===== config.mk =====
export PLATFORM = sky130hd
export DESIGN_NAME = reg_bank
export DESIGN_NICKNAME = d
export VERILOG_FILES = /design/src/rtl/reg_bank.sv
export SDC_FILE = /design/constraint.sdc
export NUM_CORES = 1
export LEC_CHECK = 0
export BUFFER_PORTS_ARGS = -buffer_cell sky130_fd_sc_hd__buf_2
export CORE_ASPECT_RATIO = 0.5
export CORE_MARGIN = 4
export CORE_UTILIZATION = 50
export DETAILED_ROUTE_END_ITERATION = 8
export GPL_TIMING_DRIVEN = 0
export MAX_ROUTING_LAYER = met4
export PLACE_DENSITY = 0.67
export SYNTH_ARGS = -nofsm -noshare
export SYNTH_HDL_FRONTEND = slang
export SYNTH_SLANG_ARGS = --single-unit

===== constraint.sdc =====
create_clock -name clk -period 24.4 [get_ports clk]
set_input_delay 2.44 -clock clk [delete_from_list [all_inputs] [get_ports clk]]
set_output_delay 2.44 -clock clk [all_outputs]
set_load 0.005 [all_outputs]

===== src/rtl/reg_bank.sv =====
// reg_bank: multi-entry register bank with one write port and two registered
// read ports. A soft clear walks every entry to zero, one entry per enabled edge.
// Entry 0 can be hard-wired to zero. Same-edge write data can be forwarded to
// the read ports.
module reg_bank #(
  parameter int DATA_W   = 32,
  parameter int ADDR_W   = 4,
  parameter int ZERO_REG = 0,
  parameter int BYPASS   = 1
) (
  input  logic              clk,
  input  logic              rst,
  input  logic              en,
  input  logic              wr,
  input  logic [ADDR_W-1:0] wr_sel,
  input  logic [DATA_W-1:0] wr_data,
  input  logic              rd,
  input  logic [ADDR_W-1:0] rd_sel_a,
  input  logic [ADDR_W-1:0] rd_sel_b,
  output logic [DATA_W-1:0] rd_data_a,
  output logic [DATA_W-1:0] rd_data_b,
  output logic              rd_valid,
  input  logic              clr,
  output logic              busy
);

  localparam int unsigned DEPTH = 2 ** ADDR_W;

  typedef enum logic {
    IDLE  = 1'b0,
    CLEAR = 1'b1
  } state_t;

  state_t            state_q, state_d;
  logic [ADDR_W-1:0] cnt_q, cnt_d;
  logic [DATA_W-1:0] mem [DEPTH];

  logic              do_wr;
  logic              do_rd;
  logic              do_clr_wr;
  logic [DATA_W-1:0] rd_next_a;
  logic [DATA_W-1:0] rd_next_b;

  // Next-state and per-edge action decode; nothing happens while en=0.
  always_comb begin
    state_d   = state_q;
    cnt_d     = cnt_q;
    do_wr     = 1'b0;
    do_rd     = 1'b0;
    do_clr_wr = 1'b0;
    if (en) begin
      case (state_q)
        IDLE: begin
          if (clr) begin
            state_d = CLEAR;
            cnt_d   = '0;
          end else begin
            do_wr = wr;
            do_rd = rd;
          end
        end
        CLEAR: begin
          do_clr_wr = 1'b1;
          cnt_d     = cnt_q + 1'b1;
          if (cnt_q == '1) begin
            state_d = IDLE;
          end
        end
        default: state_d = IDLE;
      endcase
    end
  end

  // State and clear-walk counter registers.
  always_ff @(posedge clk or posedge rst) begin
    if (rst) begin
      state_q <= IDLE;
      cnt_q   <= '0;
    end else begin
      state_q <= state_d;
      cnt_q   <= cnt_d;
    end
  end

  assign busy = (state_q == CLEAR);

  // Read-side mux: the hard zero wins over bypass, bypass wins over storage.
  always_comb begin
    rd_next_a = mem[rd_sel_a];
    rd_next_b = mem[rd_sel_b];
    if (BYPASS != 0 && do_wr && wr_sel == rd_sel_a) begin
      rd_next_a = wr_data;
    end
    if (BYPASS != 0 && do_wr && wr_sel == rd_sel_b) begin
      rd_next_b = wr_data;
    end
    if (ZERO_REG != 0 && rd_sel_a == '0) begin
      rd_next_a = '0;
    end
    if (ZERO_REG != 0 && rd_sel_b == '0) begin
      rd_next_b = '0;
    end
  end

  // Storage: the clear walk and host writes are mutually exclusive by state.
  always_ff @(posedge clk or posedge rst) begin
    if (rst) begin
      for (int unsigned i = 0; i < DEPTH; i++) begin
        mem[i] <= '0;
      end
    end else if (do_clr_wr) begin
      mem[cnt_q] <= '0;
    end else if (do_wr && !(ZERO_REG != 0 && wr_sel == '0)) begin
      mem[wr_sel] <= wr_data;
    end
  end

  // Registered read ports; data holds unless a read is accepted.
  always_ff @(posedge clk or posedge rst) begin
    if (rst) begin
      rd_data_a <= '0;
      rd_data_b <= '0;
      rd_valid  <= 1'b0;
    end else if (en) begin
      rd_valid <= do_rd;
      if (do_rd) begin
        rd_data_a <= rd_next_a;
        rd_data_b <= rd_next_b;
      end
    end
  end

endmodule


==> out/metrics.yaml <==
outcome: "completed"
layout_commonest_cell: "dfrtp_1"
placed_area_mm2: 0.0315
drv_slew: 0
path_clk_slew_ns: 0.07
via_count: 23800
grtUsageTotal_pct: 35.0
relSlewSlack_pct: 6.29
cp_slowest_cell: "nor2b_1"
final_area_mm2: 0.0332
yosysWarnings: 0
place_congestion: 0.997
drc: 0
setup_tns_ns: 0
clock.fmax_mhz: 210
rsz0062_at_grt: "no"
netlist-cell-type-count: 39
grt_overflow: 0
detail_route.vias_per_cell: 7.29
max_stage_delay_ns: 0.97
postCtsHoldBufs: 0
fin_worst_skew_ns: 0.0124
syn-num-nets: 2323
fp.dieW_um: 354
leakage_nw: 14.6
hold_viol: 0
root_buffer: "clkbuf_16"
synth-main-ff-cell: "dfrtp_1"
p_per_area_mw_per_mm2: 80.2
start_util_pct: 50.5
die-area_mm2: 0.0640
reg2reg_slack_ns: 21.43
layout_min_cycle_time_ns: 4.75
synth-seq-cells: 582
clk_latency_ns: 0.62
post_drt_wl_per_cell_um: 33.8
holdPathEnd: "rd_valid"
startpoint_type: "input port"
crit_required_ns: 24.89
maxCapViolCount: 0
grt_pass1_vias: 23800
ios: 116
crit_path_max_fanout: 10
end_kind: "flop"
grt_max_degree: 131
cts_buffers: 54
num_rows: 63
antenna_found_initial: 3
cts_setup_buffers: 0
drtPass1Iterations: 6
min_from: "rd_valid"
core_area_mm2: 0.0592
numClockSinks: 582
ctsResizeCount: 0
synth_edf_count: 0
r2r_start: "busy"
syn_avg_cell_area_um2: 13.2
cts.htree.levels: 2
port_buffers: 76
dp_hpwl_um: 77500
final_nets: 2460
async_flop_share_pct: 100
hold_depth: 1
arrival_ns: 5.24
totalWireLength_um: 110000
worstRegToRegCells: 6
setup_viol: 0
drt-initial-drc-count: 3384
path_cells: "buf_2 > clkbuf_1 > nor2b_1 > a221oi_1 > o21ai_0 > a31oi_1"
synth_area_mm2: 0.0299
grt_first_pass_wirelength_um: 161000
finalCritPeriodShare_pct: 19.5
tightest_slew_ns: 1.41
cts_tree: "done"
area.growth.synth_to_final_pct: 11.1
ir_drop_mv: 0.0610
timing.rr.end: "mem[103]"
hold_class: "reg -> reg"
critPathKind: "in -> reg"
ys_seq_area_share_pct: 48.7
final_cell_mix: "dfrtp_1 (582), a22o_1 (515), mux4_2 (192)"
postRouteAntennaNets: 0
syn-instance-count: 2268
dieHeight_um: 181
cts_buffer_depth: 3
drive_gt1_share_pct: 24.4
## worst max path at each step
stage                     start           end  slack [ns]  depth (start not counted)
floorplan                   rst          busy        5.68                          1
global placement            rst      mem[250]       -0.96                          2
detailed placement  rd_sel_b[1]  rd_data_b[5]       19.27                          6
CTS                 rd_sel_b[1]  rd_data_b[5]       19.90                          6
global route        rd_sel_b[1]  rd_data_b[5]       19.59                          6
finish              rd_sel_b[1]  rd_data_b[5]       19.65                          6
## routing by layer
layer  wire length [µm]  vias to the layer above  global-route usage [%]  part of all wire, %
met1              43400                    12300                    47.5                   39
li1                   -                     9332                       -                    -
met3              13600                      354                    10.5                   12
met5                  0                        -                       -                    0
met4               5810                        0                    15.4                  5.3
met2              47300                     1795                    48.9                   43
## kinds of logic (layout without fill, tap and decap cells)
kind of cell,after synthesis,after routing,share of synthesized area [%]
AO/OA/AOI/OAI,794,794,21.5
XOR/XNOR,8,8,0.234
adder cells (fa/ha/maj),5,5,0.209
buffers and inverters,304,480,4.35
flip-flops,582,582,48.7
multiplexers,385,385,21.2
other,0,6,0
AND/OR/NAND/NOR,190,190,3.84
## sequential cells by signal, indices dropped and copies added (netlist names)
name,flops
mem,512
rd_data_a,32
rd_data_b,32
cnt_q,4
busy,1
rd_valid,1
## power breakdown
group          switching (W)  internal (W)  leakage (nW)
Combinational       0.000308      0.000259          5.73
Clock               0.000397      0.000478         0.875
Sequential          0.000129       0.00109          7.97
## layout make-up
class / instances / area [µm²]
fill: 4900 / 26000
sequential: 582 / 14600
multi-input combinational: 1382 / 14000
clock buffer: 78 / 1610
buffer: 298 / 1280
tap: 812 / 1020
timing repair buffer: 81 / 518
clock inverter: 17 / 144
inverter: 6 / 30.0
antenna: 6 / 15.0
## stage by stage
stage	hold slack [ns]	utilization (%)	instances	worst slack (ns)	power (W)
after floorplan	0.477	-	2268	5.68	0.00154
after global placement	0.460	52.9	3156	-0.959	0.00177
after detailed placement	0.473	53.1	3161	19.27	0.00179
after CTS	0.487	56.1	3256	19.90	0.00264
after global routing	0.515	56.1	3259	19.59	0.00275
final	0.487	56.1	3262	19.65	0.00266
## critical path: cells and delay by family
kind | cells | cell delay, ns
and+or+nand+nor | 1 | 0.97
buffers and inverters | 2 | 1.27
AOI/OAI and AO/OA | 3 | 0.56
## synth_stat cells, types with 2 or more instances
master / n / share of area (%)
and2_1: 3 / 0.063
xnor2_1: 8 / 0.23
nand2_1: 67 / 0.84
o32ai_1: 17 / 0.50
ha_1: 5 / 0.21
dfrtp_1: 582 / 49
or2_2: 47 / 0.98
a221oi_1: 64 / 1.9
a21oi_1: 10 / 0.17
mux2_2: 65 / 2.4
clkbuf_1: 167 / 2.1
mux4_2: 192 / 14
mux2i_1: 128 / 4.3
and4bb_2: 2 / 0.084
buf_6: 2 / 0.075
nand3_1: 3 / 0.050
nor2b_1: 4 / 0.084
and3_1: 3 / 0.063
or2b_1: 2 / 0.050
o21a_1: 2 / 0.050
nor2_1: 5 / 0.063
inv_1: 5 / 0.063
o31ai_1: 48 / 1.2
nor4_4: 4 / 0.28
buf_4: 8 / 0.20
buf_1: 28 / 0.35
a22o_1: 515 / 15
o21ai_0: 67 / 1.1
nand2b_1: 33 / 0.69
nor3_2: 12 / 0.40
a31oi_1: 70 / 1.5
buf_2: 93 / 1.6
No activity file was read; power rests on OpenSTA's default activity.
